$ cat src/rtl/hilo_multiplier_pkg.sv
// Shared definitions for the HI/LO multiplier and the multiply-control decoder.
package hilo_multiplier_pkg;

    localparam int unsigned MULT_WIDTH  = 32;
    localparam int unsigned MULT_CYCLES = 32;

    typedef enum logic [1:0] {
        ST_IDLE = 2'b00,
        ST_RUN  = 2'b01,
        ST_DONE = 2'b10
    } state_e;

    // AluMux read-select codes; 2'b11 is treated like HILO_NONE.
    localparam logic [1:0] HILO_NONE = 2'b00;
    localparam logic [1:0] HILO_HI   = 2'b01;
    localparam logic [1:0] HILO_LO   = 2'b10;

endpackage

$ cat src/rtl/hilo_multiplier_if.sv
// Decoder-to-multiplier bus: MULT issue, HI/LO read select, operands and results.
interface hilo_multiplier_if #(
    parameter int unsigned WIDTH = 32
);
    logic             HiLoEnable;
    logic [1:0]       AluMux;
    logic [WIDTH-1:0] A;
    logic [WIDTH-1:0] B;
    logic [WIDTH-1:0] Hi;
    logic [WIDTH-1:0] Lo;
    logic [WIDTH-1:0] HiLoOut;
    logic             Busy;
    logic             Stall;

    modport master (
        output HiLoEnable, AluMux, A, B,
        input  Hi, Lo, HiLoOut, Busy, Stall
    );

    modport slave (
        input  HiLoEnable, AluMux, A, B,
        output Hi, Lo, HiLoOut, Busy, Stall
    );
endinterface

$ cat src/rtl/hilo_mult_datapath.sv
// Unsigned shift-add datapath on operand magnitudes, with the sign reapplied on the way out.
module hilo_mult_datapath
    import hilo_multiplier_pkg::*;
#(
    parameter int unsigned WIDTH = MULT_WIDTH
) (
    input  logic               clk,
    input  logic               rst,
    input  logic               load,
    input  logic               step,
    input  logic [WIDTH-1:0]   a,
    input  logic [WIDTH-1:0]   b,
    output logic [2*WIDTH-1:0] product_c
);
    localparam int unsigned W2 = 2 * WIDTH;

    logic [WIDTH-1:0] mcand_q, mcand_d;
    logic [W2-1:0]    acc_q, acc_d;
    logic             sign_q, sign_d;
    logic [WIDTH-1:0] addend;
    logic [WIDTH:0]   sum;

    // The most negative value maps onto its own unsigned magnitude.
    function automatic logic [WIDTH-1:0] magnitude(input logic [WIDTH-1:0] v);
        return v[WIDTH-1] ? (~v + WIDTH'(1)) : v;
    endfunction

    // Upper half accumulates partial sums; lower half holds the multiplier being shifted out.
    always_comb begin
        mcand_d = mcand_q;
        acc_d   = acc_q;
        sign_d  = sign_q;
        addend  = acc_q[0] ? mcand_q : '0;
        sum     = {1'b0, acc_q[W2-1:WIDTH]} + {1'b0, addend};
        if (load) begin
            mcand_d = magnitude(a);
            acc_d   = {{WIDTH{1'b0}}, magnitude(b)};
            sign_d  = a[WIDTH-1] ^ b[WIDTH-1];
        end else if (step) begin
            acc_d = {sum, acc_q[WIDTH-1:1]};
        end
    end

    always_ff @(posedge clk) begin
        if (rst) begin
            mcand_q <= '0;
            acc_q   <= '0;
            sign_q  <= 1'b0;
        end else begin
            mcand_q <= mcand_d;
            acc_q   <= acc_d;
            sign_q  <= sign_d;
        end
    end

    assign product_c = sign_q ? (~acc_q + W2'(1)) : acc_q;

endmodule

$ cat src/rtl/hilo_multiplier.sv
// Iterative signed multiplier with HI/LO registers, MFHI/MFLO read mux and pipeline stall.
module hilo_multiplier
    import hilo_multiplier_pkg::*;
#(
    parameter int unsigned WIDTH  = MULT_WIDTH,
    parameter int unsigned CYCLES = MULT_CYCLES
) (
    input logic              Clk,
    input logic              Reset,
    hilo_multiplier_if.slave bus
);
    localparam int unsigned CNT_W = $clog2(CYCLES);

    state_e             state_q, state_d;
    logic [CNT_W-1:0]   cnt_q, cnt_d;
    logic [WIDTH-1:0]   hi_q, hi_d;
    logic [WIDTH-1:0]   lo_q, lo_d;
    logic               busy_q, busy_d;
    logic               load_c;
    logic               step_c;
    logic [2*WIDTH-1:0] product_c;

    hilo_mult_datapath #(.WIDTH(WIDTH)) u_datapath (
        .clk       (Clk),
        .rst       (Reset),
        .load      (load_c),
        .step      (step_c),
        .a         (bus.A),
        .b         (bus.B),
        .product_c (product_c)
    );

    // Sequencer: accept in IDLE, one iteration per RUN cycle, commit HI/LO in DONE.
    always_comb begin
        state_d = state_q;
        cnt_d   = cnt_q;
        hi_d    = hi_q;
        lo_d    = lo_q;
        load_c  = 1'b0;
        step_c  = 1'b0;
        case (state_q)
            ST_IDLE: begin
                if (bus.HiLoEnable) begin
                    load_c  = 1'b1;
                    cnt_d   = '0;
                    state_d = ST_RUN;
                end
            end
            ST_RUN: begin
                step_c = 1'b1;
                cnt_d  = cnt_q + CNT_W'(1);
                if (cnt_q == CNT_W'(CYCLES - 1)) begin
                    state_d = ST_DONE;
                end
            end
            ST_DONE: begin
                {hi_d, lo_d} = product_c;
                state_d      = ST_IDLE;
            end
            default: state_d = ST_IDLE;
        endcase
        busy_d = (state_d != ST_IDLE);
    end

    always_ff @(posedge Clk) begin
        if (Reset) begin
            state_q <= ST_IDLE;
            cnt_q   <= '0;
            hi_q    <= '0;
            lo_q    <= '0;
            busy_q  <= 1'b0;
        end else begin
            state_q <= state_d;
            cnt_q   <= cnt_d;
            hi_q    <= hi_d;
            lo_q    <= lo_d;
            busy_q  <= busy_d;
        end
    end

    // Reads while busy return the old value; Stall keeps the pipeline from committing it.
    always_comb begin
        case (bus.AluMux)
            HILO_HI: bus.HiLoOut = hi_q;
            HILO_LO: bus.HiLoOut = lo_q;
            default: bus.HiLoOut = '0;
        endcase
    end

    assign bus.Stall = busy_q & (bus.HiLoEnable | (bus.AluMux == HILO_HI) | (bus.AluMux == HILO_LO));
    assign bus.Hi    = hi_q;
    assign bus.Lo    = lo_q;
    assign bus.Busy  = busy_q;

endmodule
$ cat src/flat_wrapper.sv
// flat-port wrapper written by rule: the top's interface ports become plain ports
module hilo_multiplier_flat import hilo_multiplier_pkg::*;
#(
    parameter int unsigned WIDTH  = MULT_WIDTH,
    parameter int unsigned CYCLES = MULT_CYCLES
)
  (Clk, Reset, bus_HiLoEnable, bus_AluMux, bus_A, bus_B, bus_Hi, bus_Lo, bus_HiLoOut, bus_Busy, bus_Stall);
  hilo_multiplier_if #(.WIDTH(WIDTH)) bus_i ();
  input logic Clk;
  input logic Reset;
  input wire logic [$bits(bus_i.HiLoEnable)-1:0] bus_HiLoEnable;
  input wire logic [$bits(bus_i.AluMux)-1:0] bus_AluMux;
  input wire logic [$bits(bus_i.A)-1:0] bus_A;
  input wire logic [$bits(bus_i.B)-1:0] bus_B;
  output wire logic [$bits(bus_i.Hi)-1:0] bus_Hi;
  output wire logic [$bits(bus_i.Lo)-1:0] bus_Lo;
  output wire logic [$bits(bus_i.HiLoOut)-1:0] bus_HiLoOut;
  output wire logic [$bits(bus_i.Busy)-1:0] bus_Busy;
  output wire logic [$bits(bus_i.Stall)-1:0] bus_Stall;
  assign bus_i.HiLoEnable = bus_HiLoEnable;
  assign bus_i.AluMux = bus_AluMux;
  assign bus_i.A = bus_A;
  assign bus_i.B = bus_B;
  assign bus_Hi = bus_i.Hi;
  assign bus_Lo = bus_i.Lo;
  assign bus_HiLoOut = bus_i.HiLoOut;
  assign bus_Busy = bus_i.Busy;
  assign bus_Stall = bus_i.Stall;
  hilo_multiplier #(.WIDTH(WIDTH), .CYCLES(CYCLES)) u_core (.Clk(Clk), .Reset(Reset), .bus(bus_i));
endmodule
$ cat config.mk
export PLATFORM = sky130hd
export DESIGN_NAME = hilo_multiplier_flat
export DESIGN_NICKNAME = d
export VERILOG_FILES = /design/src/rtl/hilo_multiplier_pkg.sv /design/src/rtl/hilo_multiplier_if.sv /design/src/rtl/hilo_mult_datapath.sv /design/src/rtl/hilo_multiplier.sv /design/src/flat_wrapper.sv
export SDC_FILE = /design/constraint.sdc
export NUM_CORES = 1
export LEC_CHECK = 0
export BUFFER_PORTS_ARGS = -buffer_cell sky130_fd_sc_hd__buf_2
export CAP_MARGIN = 20
export CORE_MARGIN = 2
export CORE_UTILIZATION = 40
export DETAILED_ROUTE_END_ITERATION = 8
export HOLD_SLACK_MARGIN = 0.06
export MAX_ROUTING_LAYER = met4
export PLACE_DENSITY = 0.65
export SYNTH_ARGS = -nofsm -noshare
export SYNTH_HDL_FRONTEND = slang
export SYNTH_SLANG_ARGS = --single-unit
$ cat constraint.sdc
create_clock -name Clk -period 6.7 [get_ports Clk]
set_clock_uncertainty 0.2 [all_clocks]
set_input_delay 1.34 -clock Clk [delete_from_list [all_inputs] [get_ports Clk]]
set_output_delay 1.34 -clock Clk [all_outputs]
set_load 0.1 [all_outputs]
**Yosys cells after proc, flatten, opt, wreduce, memory -nomap -nowiden**

Index checks and enable logic that the tools add are counted.

- $add $sub $neg: 5
- Equality and inequality tests: 6
- Multiplexer cells: 15
- Bitwise gates (word level): 7
- Reduce and logical (&&, ||, !) cells: 6

Operator list:

| operator | number |
|---|---|
| 32-bit 2-to-1 mux | 5 |
| 32-bit by 1-bit adder with 32-bit output, second input constant | 2 |
| 64-bit by 1-bit adder with 64-bit output, second input constant | 1 |
| 64-bit 2-to-1 mux | 1 |
| 32-bit NOT | 2 |
| 64-bit NOT | 1 |
| 32-bit case mux with 2 select lines | 1 |
| 32-bit by 32-bit adder with 33-bit output | 1 |
| 5-bit case mux with 2 select lines | 1 |
| 2-bit nonzero test | 3 |
| 5-bit by 1-bit adder with 5-bit output, second input constant | 1 |
| 5-bit equality test, second input constant | 1 |
| 5-bit 2-to-1 mux | 1 |
| 2-bit by 1-bit equality test with 1-bit output, second input constant | 2 |
| 2-bit equality test, second input constant | 2 |
| 2-bit 2-to-1 mux | 2 |
| 2-bit case mux with 2 select lines | 1 |
| 1-bit 2-to-1 mux | 3 |
| 2-bit zero test | 1 |
| 2-bit != test, second input constant | 1 |
| 1-bit OR | 2 |
| 2-bit AND reduction | 1 |
| 2-bit OR reduction | 1 |
| 1-bit AND | 1 |
| 1-bit XOR | 1 |

- Flip-flop bits (word level): 169
- Input bits: 69
- Output and inout port bits: 98
- Word-level logic and storage cells: 48

**Logic depth before layout (Yosys ltp)**

- Word-level depth: 4
- Depth in mapped cells: 13
- Depth with buffers taken out: 11

**By module**

A second synthesis with hierarchy kept.

- Cell total of the unflattened synthesis: 1399
- Area, all modules: 11023.1 µm²

Modules (own cells, without submodules):

| module | times used | cells each | area an instance (µm²) | sequential area each (µm²) |
|---|---|---|---|---|
| hilo_mult_datapath | 1 | 1007 | 8056.5 | 1941.9 |
| hilo_multiplier | 1 | 392 | 2966.6 | 1441.4 |

**Worst setup path before layout**

No wires, ideal clock.

- Path type: input-to-output
- From: input bus_AluMux[1]
- To: output bus_HiLoOut[15]
- Data arrival time: 3.392 ns
- Data required time: 5.160 ns
- Setup slack: 1.768 ns
- Cell stages on the path: 6
- Buffers on the path: 2
- Cell sequence: inv_1 ha_1 clkbuf_1 clkbuf_1 a22oi_1 nor2_1

- Longest elaborated chain between the ends: 2
- Elaborated cells on any way between the ends: 3
- Those cells by class: 2 x eq/ne; 1 x mux

RTL lines:

| what | RTL line | text |
|---|---|---|
| start: declaration | flat_wrapper.sv:12 | `input wire logic [$bits(bus_i.AluMux)-1:0] bus_AluMux;` |
| 2-bit equality test or 2-bit by 1-bit equality test with 1-bit output (tied branches) | hilo_multiplier.sv:83 | `case (bus.AluMux)` |
| 32-bit case mux with 2 select lines (*) | hilo_multiplier.sv:83 |  |
| end: declaration | flat_wrapper.sv:17 | `output wire logic [$bits(bus_i.HiLoOut)-1:0] bus_HiLoOut;` |

Every way passes the cells marked *; elsewhere a longest branch is shown, timed or not.

**Final worst setup path**

- From: input bus_AluMux[1]
- To: output bus_HiLoOut[0]

The elaborated chain is that of the path after synthesis.

==> metrics list <==
* Rows: 60
* Cell at the root of the clock tree: sky130_fd_sc_hd__clkbuf_16
- Most instantiated library cell after synthesis: sky130_fd_sc_hd__nor2_1
- Setup repair after global routing left no endpoint under its margin.
- Half-perimeter wire length of the detailed placement result: 25700 um
* Average size of a mapped cell: 7.68 um2
- Chip Height: 170 um
- Number of DRC markers in iteration 0: 1019
- Via-to-Cell Ratio: 5.71
- For this design, the sink count on the clock tree is 169.
- The flow ran to the end, and the final reports show no timing, DRC or antenna violations.
- For this run the aggregate overflow at the end of global routing stands at 0.
- CTS tree: yes
- Critical path cell sequence: buf_2, inv_1, ha_1, buf_8, a22oi_1, nor2_1, buf_2
- Total nets after synthesis: between 1500 and 2000
- Gate family responsible for the most delay along the worst path: buffers and inverters
- Yosys cell types: 64
- The pre-antenna-repair detailed-routing pass consisted of 7 iterations.
- Slowest stage cell on the critical path: sky130_fd_sc_hd__ha_1
* Setup Fix Bufs, Post-CTS: 0
* Terminating pin of the worst hold path: u_core.u_datapath.mcand_q[29]
* Number of non-filler instances in the completed layout: 1885
* Core footprint: 0.0270 mm2
- Slowest Stage Delay on Critical Path: 0.47 ns
* Data arrival at the endpoint of the critical path: 2.86 ns
* Clock insertion delay at the later pin of the skew report: 0.44 ns
* Launch point of the worst reg-to-reg path: u_core.u_datapath.acc_q[0]
- Io pins: 167
* Routed Antenna Nets: 0
- After synthesis, the share of flip-flops with an asynchronous set or reset is 0.
- In the final routed layout, each cell accounts on average for 17.9 um.
- Share of the yosys chip area belonging to registers: 0.308
* Share of the clock period used by the worst path: 0.657
* Sum of buffers and inverters on the critical path: 4
- Clock-pin slew was measured on the worst setup and hold paths at about 0.070 ns.
- The number of antenna violations at the first check in global routing is 0.
- Relative slew slack: 0.376
- Global-route wire length before repair: 52900 um
* H-tree level count: 4
- Setup slack on the critical path of the routed design comes to 2.30 ns.
- Cell types with the highest counts after synthesis: sky130_fd_sc_hd__nor2_1 (179), sky130_fd_sc_hd__dfxtp_1 (169), sky130_fd_sc_hd__nand2_1 (161)
- Across all register-to-register paths, the minimum setup slack is 2.82 ns.
- Max Transition Viols Final: 0
- Synth Flop Type: sky130_fd_sc_hd__dfxtp_1
- In this run, post-CTS hold repair placed 0 buffers.
- The analysis attributes to cell leakage a power of 5.23 nW.
- Number of enable flip-flop cells after synthesis: 0
* Largest net degree at the start of global routing: 86
* Placer Congestion: 0.944
- DP Worst Slack: 1.95 ns
- Static timing analysis puts the maximum clock frequency at around 230 MHz.
- In this run, post-CTS repair resized a total of 0 instances.
- Path type of the worst min-delay path: reg2reg
* Number of flip-flops and latches in the synthesized netlist: between 150 and 200
- The share of synthesized area in the top cell type comes to 0.308.
- In the global route stage, overall resource usage came out at 0.237.
* Starting density of the core: 0.407
- After the last flow step, the layout net total stands at about 1600.
- Worst hold path depth: 2
* CP Class: in2out
* CTS Buffer Depth: 2
- From synthesis to final layout, the design area changed by 15.1%.
- Max IR drop VDD: 151 uV
- Share of post-route cells with drive strength above 1: 0.150
- Measured on the finished design, the core utilization comes to 0.469.
- Most common cell on crit path: sky130_fd_sc_hd__buf_2
- Detailed routing inserted a total of 10800 vias.
- Number of global-route vias before repair: between 9000 and 10000
- The repair_antennas step left the layout with diodes totalling 0.
* Final setup fails: 0
* Total length of routed wires: 33700 um
* Number of CTS-inserted buffers: 17
- DRC errors left: 0
* Number of warnings issued by yosys: 0
* Number of cells after detailed placement: between 1500 and 2000
- From left edge to right edge, the die measures 170 um.
- The largest total area in the synthesized netlist belongs to sky130_fd_sc_hd__dfxtp_1.
* Total Neg Setup Slack: 0 ns
- Endpoint type of the worst setup path: output pin
* Final Hold Viols: 0
* Cells on worst reg2reg path: 12
- Count of max-cap constraint violations: 0
* Crit start category: input pin
- Dividing total power by cell area gives a power density of 203 mW/mm2.
- The die covers 0.0288 mm2.
- Worst Tran Pin Value: around 0.94 ns
* Origin of the worst min-delay path: u_core.u_datapath.mcand_q[29]
* Total standard cell area after synthesis: around 0.011 mm2
- After synthesis, the cell types taking the most area are sky130_fd_sc_hd__dfxtp_1 (31%), sky130_fd_sc_hd__xor2_1 (7.0%), sky130_fd_sc_hd__nor2_1 (6.1%).
- The critical path starts at bus_AluMux[1].
- Required time worst endpoint: 5.16 ns
- Post-layout min period: 4.40 ns
* Port Buffers: 166
- Of all nets on the critical path, the largest fanout is 21.
* Critical register-to-register path endpoint: u_core.u_datapath.acc_q[53]
* Number of standard cells after synthesis: 1429
-- worst max path at each step --
stage,to,cells after the start
floorplan,bus_HiLoOut[15],6
global placement,bus_HiLoOut[24],6
detailed placement,bus_HiLoOut[5],6
CTS,bus_HiLoOut[5],6
global route,bus_HiLoOut[18],7
finish,bus_HiLoOut[0],7
-- layer usage --
layer,track usage,part of all wire,vias up
li1,-,-,5412
met1,0.337,0.49,5001
met2,0.353,0.44,323
met3,0.0287,0.053,36
met4,0.0676,0.017,0
met5,-,0,-
-- registers in the layout (all words and copies together), names as in the netlist --
register,cells
u_core.bus.Busy,1
u_core.bus.Lo,32
u_core.state_q,2
u_core.u_datapath.sign_q,1
u_core.cnt_q,5
u_core.u_datapath.mcand_q,32
u_core.bus.Hi,32
u_core.u_datapath.acc_q,64
-- cell usage in the layout, fill, tap and decap left out, drive strengths merged, types with 34 or more instances in the layout --
cell    netlist  layout
buf          12     179
ha           39      39
o31ai        38      38
a21oi        84      84
and2         34      34
a22oi        37      37
nor2        179     179
dfxtp       169     169
o21ai        77      77
xnor2        49      49
nand2       161     161
xor2         88      88
a211oi       80      80
-- worst register-to-register path: cells and delay by family (launching register included) --
kind / cells / cell delay [ns]
AND/OR/NAND/NOR: 1 / 0.21
adder cells (fa/ha/maj): 2 / 0.61
AO/OA/AOI/OAI: 7 / 1.85
XOR/XNOR: 1 / 0.17
buffers and inverters: 1 / 0.27
flip-flops: 1 / 0.42
-- final cells by class --
cell class / count / area [um2]
Fill cell: 2709 / 14300
Sequential cell: 169 / 3380
Timing Repair Buffer: 179 / 958
Multi-Input combinational cell: 1141 / 7160
Inverter: 24 / 90.1
Clock inverter: 14 / 191
Tap cell: 341 / 427
Clock buffer: 17 / 425
-- stage by stage --
stage | hold WS (ns) | power, mW | instance area [um2]
floorplan | 0.227 | 1.41 | 11000
global placement | 0.240 | 1.53 | 12000
detailed placement | 0.246 | 1.54 | 12000
CTS | 0.258 | 2.58 | 12600
global route | 0.278 | 2.68 | 12600
finish | 0.254 | 2.57 | 12600
-- logic make-up (layout without fill, tap and decap cells) --
family / Yosys count / in the layout / share of synthesized area
AO/OA/AOI/OAI: 418 / 418 / 0.260
buffers and inverters: 119 / 234 / 0.0409
AND/OR/NAND/NOR: 541 / 541 / 0.231
adder cells (fa/ha/maj): 40 / 40 / 0.0463
XOR/XNOR: 137 / 137 / 0.109
multiplexers: 5 / 5 / 0.00456
flip-flops: 169 / 169 / 0.308
-- power breakdown --
part / leakage, nW / switching [mW] / total [mW] / internal (mW)
combinational: 3.55 / 0.271 / 0.428 / 0.157
clock: 0.305 / 0.449 / 1.05 / 0.597
sequential: 1.38 / 0.0541 / 1.10 / 1.04
total: 5.23 / 0.774 / 2.57 / 1.80
No activity file was read; power rests on OpenSTA's default activity.
